[src/rtl/fp16_fma_sched_pkg.sv]
// Shared types for the FP16 FMA scheduler: FP16 word, requester id and
// the {valid, id} tag that rides alongside each operation in the FMA pipe.
package fma_sched_pkg;

  localparam int FP16_W  = 16;
  // Requester ids are sized for the largest supported requester count (8).
  localparam int MAX_REQ = 8;
  localparam int ID_W    = $clog2(MAX_REQ);

  typedef logic [FP16_W-1:0] fp16_t;
  typedef logic [ID_W-1:0]   req_id_t;

  typedef struct packed {
    logic    valid;
    req_id_t id;
  } tag_t;

endpackage

[src/rtl/fp16_fma_sched_if.sv]
// Requester-side bus of the FP16 FMA scheduler: per-requester operand
// handshake and per-requester result handshake, FP16 slices packed by index.
interface fp16_fma_sched_if #(
  parameter int N_REQ = 4
);
  import fma_sched_pkg::*;

  logic [N_REQ-1:0]        req_valid;
  logic [N_REQ-1:0]        req_ready;
  logic [FP16_W*N_REQ-1:0] req_a;
  logic [FP16_W*N_REQ-1:0] req_b;
  logic [FP16_W*N_REQ-1:0] req_c;
  logic [N_REQ-1:0]        rsp_valid;
  logic [N_REQ-1:0]        rsp_ready;
  logic [FP16_W*N_REQ-1:0] rsp_data;

  // Operand sequencers side.
  modport master (
    output req_valid, req_a, req_b, req_c, rsp_ready,
    input  req_ready, rsp_valid, rsp_data
  );

  // Scheduler side.
  modport slave (
    input  req_valid, req_a, req_b, req_c, rsp_ready,
    output req_ready, rsp_valid, rsp_data
  );

endinterface

[src/rtl/fp16_fma_sched_rsp_fifo.sv]
// Single-clock response FIFO of FP16 results with a valid/ready read side.
// Overflow cannot happen when the writer reserves space ahead of time; the
// assertion below catches a write into a full FIFO if that ever breaks.
module fma_rsp_fifo
  import fma_sched_pkg::*;
#(
  parameter int DEPTH = 4
) (
  input  logic  clk,
  input  logic  rst,
  input  logic  wr_en,
  input  fp16_t wr_data,
  output logic  rd_valid,
  input  logic  rd_ready,
  output fp16_t rd_data,
  output logic  full,
  output logic  empty
);

  localparam int AW = $clog2(DEPTH);

  fp16_t        mem [DEPTH];
  logic [AW:0]  wr_ptr;
  logic [AW:0]  rd_ptr;

  assign empty    = (wr_ptr == rd_ptr);
  assign full     = (wr_ptr[AW] != rd_ptr[AW]) && (wr_ptr[AW-1:0] == rd_ptr[AW-1:0]);
  assign rd_valid = !empty;
  // Storage is not reset, so the head is masked to keep the output at zero when empty.
  assign rd_data  = empty ? '0 : mem[rd_ptr[AW-1:0]];

  // Read/write pointers advance on write and on accepted read.
  always_ff @(posedge clk) begin
    if (rst) begin
      wr_ptr <= '0;
      rd_ptr <= '0;
    end else begin
      if (wr_en) wr_ptr <= wr_ptr + 1'b1;
      if (rd_valid && rd_ready) rd_ptr <= rd_ptr + 1'b1;
    end
  end

  // Result storage.
  always_ff @(posedge clk) begin
    if (wr_en) mem[wr_ptr[AW-1:0]] <= wr_data;
  end

  wr_full_chk: assert property (@(posedge clk) disable iff (rst) !(wr_en && full));

endmodule

[src/rtl/fp16_fma_sched.sv]
// Shares one pipelined FP16 FMA (fixed latency, no stall) among N_REQ
// requesters: round-robin issue gated by per-requester credits, requester id
// carried through a tag pipe matched to the FMA latency, results returned
// into per-requester FIFOs. Optional macro FMA_SCHED_PERF_EN adds saturating
// issue and credit-blocked cycle counters.
module fp16_fma_sched
  import fma_sched_pkg::*;
#(
  parameter int N_REQ     = 4,
  parameter int FMA_LAT   = 4,
  parameter int RSP_DEPTH = 4
) (
  input  logic  clk,
  input  logic  rst,
  fp16_fma_sched_if.slave bus,
  output logic  fma_in_valid,
  output fp16_t fma_a,
  output fp16_t fma_b,
  output fp16_t fma_c,
  input  logic  fma_out_valid,
  input  fp16_t fma_out,
  output logic  err_orphan
`ifdef FMA_SCHED_PERF_EN
  ,
  output logic [31:0] perf_issue_cnt,
  output logic [31:0] perf_block_cnt
`endif
);

  localparam int CNT_W = $clog2(RSP_DEPTH + 1);

  // Credit: in-flight plus queued results per requester.
  logic [CNT_W-1:0] cnt [N_REQ];
  req_id_t          ptr;
  req_id_t          gnt_id;
  logic [N_REQ-1:0] elig;
  logic [N_REQ-1:0] grant;
  logic [N_REQ-1:0] pop;
  logic [N_REQ-1:0] wr_en;
  logic [N_REQ-1:0] rsp_vld;
  fp16_t            rsp_dat [N_REQ];
  logic             accept;
  int               idx;

  logic             vld_p0;
  req_id_t          id_p0;
  fp16_t            a_p0, b_p0, c_p0;
  tag_t             tag_p [FMA_LAT];
  tag_t             tag_last;

  function automatic req_id_t next_id(input req_id_t id);
    return (int'(id) == N_REQ - 1) ? '0 : id + 1'b1;
  endfunction

  // A requester may issue only while it holds a free credit.
  always_comb begin
    elig = '0;
    for (int i = 0; i < N_REQ; i++)
      elig[i] = bus.req_valid[i] && (cnt[i] < CNT_W'(RSP_DEPTH));
  end

  // Round-robin: first eligible requester at or after ptr, wrapping.
  always_comb begin
    grant  = '0;
    gnt_id = '0;
    accept = 1'b0;
    idx    = 0;
    for (int k = 0; k < N_REQ; k++) begin
      idx = int'(ptr) + k;
      if (idx >= N_REQ) idx = idx - N_REQ;
      if (!accept && elig[idx]) begin
        grant[idx] = 1'b1;
        gnt_id     = req_id_t'(idx);
        accept     = 1'b1;
      end
    end
  end

  assign bus.req_ready = grant;
  assign pop           = rsp_vld & bus.rsp_ready;

  // ---- p0: accepted operation registered and presented to the FMA ----
  // Arbiter pointer, issue valid, tag pipe, credits and orphan flag.
  always_ff @(posedge clk) begin
    if (rst) begin
      ptr        <= '0;
      vld_p0     <= 1'b0;
      id_p0      <= '0;
      err_orphan <= 1'b0;
      for (int k = 0; k < FMA_LAT; k++) tag_p[k] <= '0;
      for (int i = 0; i < N_REQ; i++) cnt[i] <= '0;
    end else begin
      if (accept) ptr <= next_id(gnt_id);
      vld_p0   <= accept;
      id_p0    <= gnt_id;
      tag_p[0] <= '{valid: vld_p0, id: id_p0};
      for (int k = 1; k < FMA_LAT; k++) tag_p[k] <= tag_p[k-1];
      for (int i = 0; i < N_REQ; i++)
        cnt[i] <= cnt[i] + CNT_W'(grant[i]) - CNT_W'(pop[i]);
      if (fma_out_valid && !tag_last.valid) err_orphan <= 1'b1;
    end
  end

  // Operand capture from the granted slice.
  always_ff @(posedge clk) begin
    if (accept) begin
      a_p0 <= bus.req_a[FP16_W*gnt_id +: FP16_W];
      b_p0 <= bus.req_b[FP16_W*gnt_id +: FP16_W];
      c_p0 <= bus.req_c[FP16_W*gnt_id +: FP16_W];
    end
  end

  assign fma_in_valid = vld_p0;
  assign fma_a        = vld_p0 ? a_p0 : '0;
  assign fma_b        = vld_p0 ? b_p0 : '0;
  assign fma_c        = vld_p0 ? c_p0 : '0;

  // ---- p1..pFMA_LAT: tag pipe tracks the FMA; last stage steers the result ----
  assign tag_last = tag_p[FMA_LAT-1];

  // Route a tagged result to its requester's FIFO.
  always_comb begin
    wr_en = '0;
    for (int i = 0; i < N_REQ; i++)
      wr_en[i] = fma_out_valid && tag_last.valid && (tag_last.id == req_id_t'(i));
  end

  for (genvar g = 0; g < N_REQ; g++) begin : g_rsp
    logic full;
    logic empty;

    fma_rsp_fifo #(.DEPTH(RSP_DEPTH)) u_fifo (
      .clk      (clk),
      .rst      (rst),
      .wr_en    (wr_en[g]),
      .wr_data  (fma_out),
      .rd_valid (rsp_vld[g]),
      .rd_ready (bus.rsp_ready[g]),
      .rd_data  (rsp_dat[g]),
      .full     (full),
      .empty    (empty)
    );

    full_has_no_credit: assert property (@(posedge clk) disable iff (rst)
      full |-> (cnt[g] == CNT_W'(RSP_DEPTH)));
    no_credit_used_empty: assert property (@(posedge clk) disable iff (rst)
      (cnt[g] == '0) |-> empty);
  end

  assign bus.rsp_valid = rsp_vld;

  // Pack per-requester result slices onto the bus.
  always_comb begin
    bus.rsp_data = '0;
    for (int i = 0; i < N_REQ; i++) bus.rsp_data[FP16_W*i +: FP16_W] = rsp_dat[i];
  end

`ifdef FMA_SCHED_PERF_EN
  function automatic logic [31:0] sat_inc(input logic [31:0] v, input logic en);
    return (en && (v != '1)) ? v + 32'd1 : v;
  endfunction

  // Issue count and credit-blocked cycle count, both saturating.
  always_ff @(posedge clk) begin
    if (rst) begin
      perf_issue_cnt <= '0;
      perf_block_cnt <= '0;
    end else begin
      perf_issue_cnt <= sat_inc(perf_issue_cnt, accept);
      perf_block_cnt <= sat_inc(perf_block_cnt, (|bus.req_valid) && !accept);
    end
  end
`endif

endmodule

[src/flat_wrapper.sv]
// flat-port wrapper written by rule: the top's interface ports become plain ports
module fp16_fma_sched_flat import fma_sched_pkg::*;
#(
  parameter int N_REQ     = 4,
  parameter int FMA_LAT   = 4,
  parameter int RSP_DEPTH = 4
)
  (clk, rst, fma_in_valid, fma_a, fma_b, fma_c, fma_out_valid, fma_out, err_orphan, bus_req_valid, bus_req_a, bus_req_b, bus_req_c, bus_rsp_ready, bus_req_ready, bus_rsp_valid, bus_rsp_data);
  fp16_fma_sched_if #(.N_REQ(N_REQ)) bus_i ();
  input  logic clk;
  input  logic rst;
  output logic fma_in_valid;
  output fp16_t fma_a;
  output fp16_t fma_b;
  output fp16_t fma_c;
  input  logic fma_out_valid;
  input  fp16_t fma_out;
  output logic err_orphan;
  input wire logic [$bits(bus_i.req_valid)-1:0] bus_req_valid;
  input wire logic [$bits(bus_i.req_a)-1:0] bus_req_a;
  input wire logic [$bits(bus_i.req_b)-1:0] bus_req_b;
  input wire logic [$bits(bus_i.req_c)-1:0] bus_req_c;
  input wire logic [$bits(bus_i.rsp_ready)-1:0] bus_rsp_ready;
  output wire logic [$bits(bus_i.req_ready)-1:0] bus_req_ready;
  output wire logic [$bits(bus_i.rsp_valid)-1:0] bus_rsp_valid;
  output wire logic [$bits(bus_i.rsp_data)-1:0] bus_rsp_data;
  assign bus_i.req_valid = bus_req_valid;
  assign bus_i.req_a = bus_req_a;
  assign bus_i.req_b = bus_req_b;
  assign bus_i.req_c = bus_req_c;
  assign bus_i.rsp_ready = bus_rsp_ready;
  assign bus_req_ready = bus_i.req_ready;
  assign bus_rsp_valid = bus_i.rsp_valid;
  assign bus_rsp_data = bus_i.rsp_data;
  fp16_fma_sched #(.N_REQ(N_REQ), .FMA_LAT(FMA_LAT), .RSP_DEPTH(RSP_DEPTH)) u_core (.clk(clk), .rst(rst), .bus(bus_i), .fma_in_valid(fma_in_valid), .fma_a(fma_a), .fma_b(fma_b), .fma_c(fma_c), .fma_out_valid(fma_out_valid), .fma_out(fma_out), .err_orphan(err_orphan));
endmodule
[config.mk]
export PLATFORM = sky130hd
export DESIGN_NAME = fp16_fma_sched_flat
export DESIGN_NICKNAME = d
export VERILOG_FILES = /design/src/rtl/fp16_fma_sched_pkg.sv /design/src/rtl/fp16_fma_sched_if.sv /design/src/rtl/fp16_fma_sched_rsp_fifo.sv /design/src/rtl/fp16_fma_sched.sv /design/src/flat_wrapper.sv
export SDC_FILE = /design/constraint.sdc
export NUM_CORES = 1
export LEC_CHECK = 0
export CORE_MARGIN = 8
export CORE_UTILIZATION = 59
export CTS_BUF_LIST = sky130_fd_sc_hd__clkbuf_2 sky130_fd_sc_hd__clkbuf_4 sky130_fd_sc_hd__clkbuf_8
export DETAILED_ROUTE_END_ITERATION = 12
export GPL_TIMING_DRIVEN = 0
export PLACE_DENSITY = 0.88
export SLEW_MARGIN = 30
export SYNTH_ARGS = -nofsm -noshare
export SYNTH_HDL_FRONTEND = slang
export SYNTH_HIERARCHICAL = 1
export SYNTH_SLANG_ARGS = --single-unit
[constraint.sdc]
create_clock -name clk -period 10.4 [get_ports clk]
set_input_delay 3.12 -clock clk [delete_from_list [all_inputs] [get_ports clk]]
set_output_delay 3.12 -clock clk [all_outputs]
set_load 0.05 [all_outputs]
==> impl_summary.txt <==
----------------------------------------------------
[Run status]
  Run status ... finished, final reports clean

[Hold path]
  Tightest Hold Check Type ... flip-flop to flip-flop
  Worst hold path stage count ... 1
  Worst Min Path Start ... u_core/id_p0[0]

[Placement]
  IO buf count ... around 340
  Worst setup timing slack at the placement stage ... 0.960 ns
  Final weighted congestion in routability-driven placement ... a little under 1
  HPWL reported at the end of detailed placement ... ~48000 µm
  Placement-stage cell area ... about 23000 µm²

[STA]
  Number of max-slew violations in the final report ... 0
  Unrepaired setup endpoints after global routing ... false
  Setup-failing EPs final ... 0
  WHS ... 0.425 ns
  Setup Total Neg Slack ... 0 ns
  Final period utilization ... approximately 92%
  Final Worst Setup Slack ... a little under 0.9 ns
  Final Skew ... 0.0166 ns
  Transition time at the pin with the least slew margin ... just over 0.9 ns
  Final critical path time including I/O delays and setup ... ~9.5 ns
  Worst relative slew slack ... 37.9%
  Count of final hold-check violations ... 0
  Highest clock rate ... about 0.10 GHz

[Floorplan]
  Number of top-level pins ... 341
  Chip height ... ~200 µm
  Die Width ... ~200 µm
  Total core area ... approximately 33000 µm²
  Area of the die ... approximately 40000 µm²
  Initial core utilization ... roughly three fifths
  Core Rows ... between 60 and 70

[Detailed routing]
  Vias per cell ... approximately 6.4
  Vias ... ~16000
  Number of DRC markers in iteration 0 ... around 1500
  Detailed-route wire length ... roughly 65000 µm
  Average routed wire per standard cell ... between 20 and 30 µm
  Drt first pass iters ... 5
  Final routed DRC violation total ... 0
  DRT antenna net count ... 0

[Cells and area]
  Area of the multi-input gates ... ~8100 µm²
  Util after Layout ... roughly three quarters
  Area growth, synth to finish ... 26.5%
  Post-route cell area ... roughly 25000 µm²
  Ratio of cells with drive above 1 in the final layout ... ~14%
  Fill cell total of the finished layout ... 2044
  Reg area ... approximately 10000 µm²
  Net total in the final layout ... 2230

[Worst setup path]
  Cells traversed along the worst timing path ... clkdlybuf4s50_1 > nor2b_1 > mux4_2 > buf_2 > nor4_1 > a22oi_1 > nand3_1 > clkdlybuf4s50_1
  Critical path's largest stage delay ... around 0.84 ns
  Data required time of the critical path ... ~7.3 ns
  CP startpoint kind ... input port
  Critical path class ... input port to output port
  Maximum fanout encountered on the critical timing path ... 10
  Logic depth of the worst register-to-register path ... 13
  Category of the worst setup path capture point ... output port
  Crit-path most repeated cell ... sky130_fd_sc_hd__clkdlybuf4s50_1
  Cell with the largest stage delay on the worst path ... sky130_fd_sc_hd__clkdlybuf4s50_1
  Data arrival, critical path ... roughly 6.4 ns
  Launching element of the worst setup path ... bus_req_valid[2]
  Startpoint of the most critical register-to-register path ... u_core/ptr[0]

[Clock tree]
  Clock network latency to the later pin of the worst-skew pair ... ~0.61 ns
  Resized cells post-CTS ... 0
  Clock-pin slew of the registers on the worst-case setup and hold paths ... ~0.06 ns
  CTS Root Buffer Type ... sky130_fd_sc_hd__clkbuf_8
  Setup repair bufs after CTS ... 0
  Number of buffers added by the clock tree synthesis step ... 56
  Total clock sinks ... ~370
  Clock tree from TritonCTS ... yes
  Cts hold-fix bufs ... 0
  Depth of the CTS H-tree ... 2
  Maximum clock path buffer count ... 3

[Synth]
  Synth Net Count ... roughly 1800
  Synth Cell Area ... between 15000 and 20000 µm²
  Gate Count Post-Synth ... around 1600
  Per-instance average area after synthesis ... ~12 µm²
  Warning count from the yosys run ... 6

[Job]
  Number of max-cap violations ... 0

[Global route]
  Maximum number of pins on one net before global-route repair ... 50
  Via count of the first global-routing pass ... between 15000 and 20000
  Number of antenna violations at the first check in global routing ... 17
  Sum of overflow across all layers after global routing ... 0
  Global router's overall resource usage ... 32.6%
  Wire length of the first global-routing pass ... 96700 µm

[Power and ir drop]
  Worst vdd ir ... around 160 µV
  Cell area power density ... approximately 260 nW/µm²
  Leakage power ... about 0.0083 µW

----------------------------------------------------
-- critical path, delay by kind of cell --
| family | cells | cell delay, ns |
|---|---|---|
| buf+inv | 3 | 1.57 |
| simple gates | 3 | 1.08 |
| mux | 1 | 0.45 |
| compound gates | 1 | 0.20 |
-- stage by stage --
stage | cells | total power (µW)
4_1_cts | 2457 | 6250
3_3_place_gp | 2354 | 4890
3_5_place_dp | 2354 | 4960
5_1_grt | 2464 | 6580
2_1_floorplan | 1573 | 4020
6_report | 2464 | 6320
-- metal layers --
layer,up-vias,GRT usage [%],part of all wire (%)
met3,200,8.52,10
met5,-,0,0.19
met2,1084,57.3,51
met4,20,15.4,5.1
met1,7687,36.5,34
li1,6899,-,-
-- path summary, 6_finish.rpt --
kind | to | slack (ns)
max reg2reg | u_core/c_p0[1] | 4.78
min | u_core/tag_p[0][0] | 0.42
min reg2reg | u_core/tag_p[0][0] | 0.42
max | bus_req_ready[2] | 0.87
-- layout by cell type (no fill, tap or decap), types with 56 or more instances in the layout --
cell type / instances
sky130_fd_sc_hd__a21boi_0: 79
sky130_fd_sc_hd__o22ai_1: 141
sky130_fd_sc_hd__mux4_2: 70
sky130_fd_sc_hd__clkdlybuf4s50_1: 339
sky130_fd_sc_hd__and2_1: 70
sky130_fd_sc_hd__nand3_1: 117
sky130_fd_sc_hd__clkbuf_1: 76
sky130_fd_sc_hd__clkbuf_8: 56
sky130_fd_sc_hd__nand2_1: 120
sky130_fd_sc_hd__dfxtp_1: 68
sky130_fd_sc_hd__a311oi_1: 94
sky130_fd_sc_hd__edfxtp_1: 304
sky130_fd_sc_hd__nor2b_1: 60
-- power by group --
group	internal (µW)	switching, µW
logic	1140	2010
clock network	714	577
registers	1820	58.2
-- sequential cells by signal, indices dropped and copies added (netlist names), 12 cells and up, named ones only --
signal / flops
u_core/b_p0: 16
u_core/g_rsp.u_fifo/rd_ptr: 12
u_core/g_rsp.u_fifo/mem: 256
u_core/g_rsp.u_fifo/wr_ptr: 12
u_core/c_p0: 16
u_core/cnt: 12
u_core/tag_p: 16
u_core/a_p0: 16
-- layout make-up --
cell class / count / area share [%]
antenna: 7 / 0.0709
buffer: 144 / 3.14
clock buffer: 72 / 3.61
clock inverter: 31 / 1.26
inverter: 43 / 0.664
multi-input combinational: 1014 / 32.8
sequential: 372 / 42.5
tap: 442 / 2.24
timing repair buffer: 339 / 13.7
No activity file was read; power rests on OpenSTA's default activity.
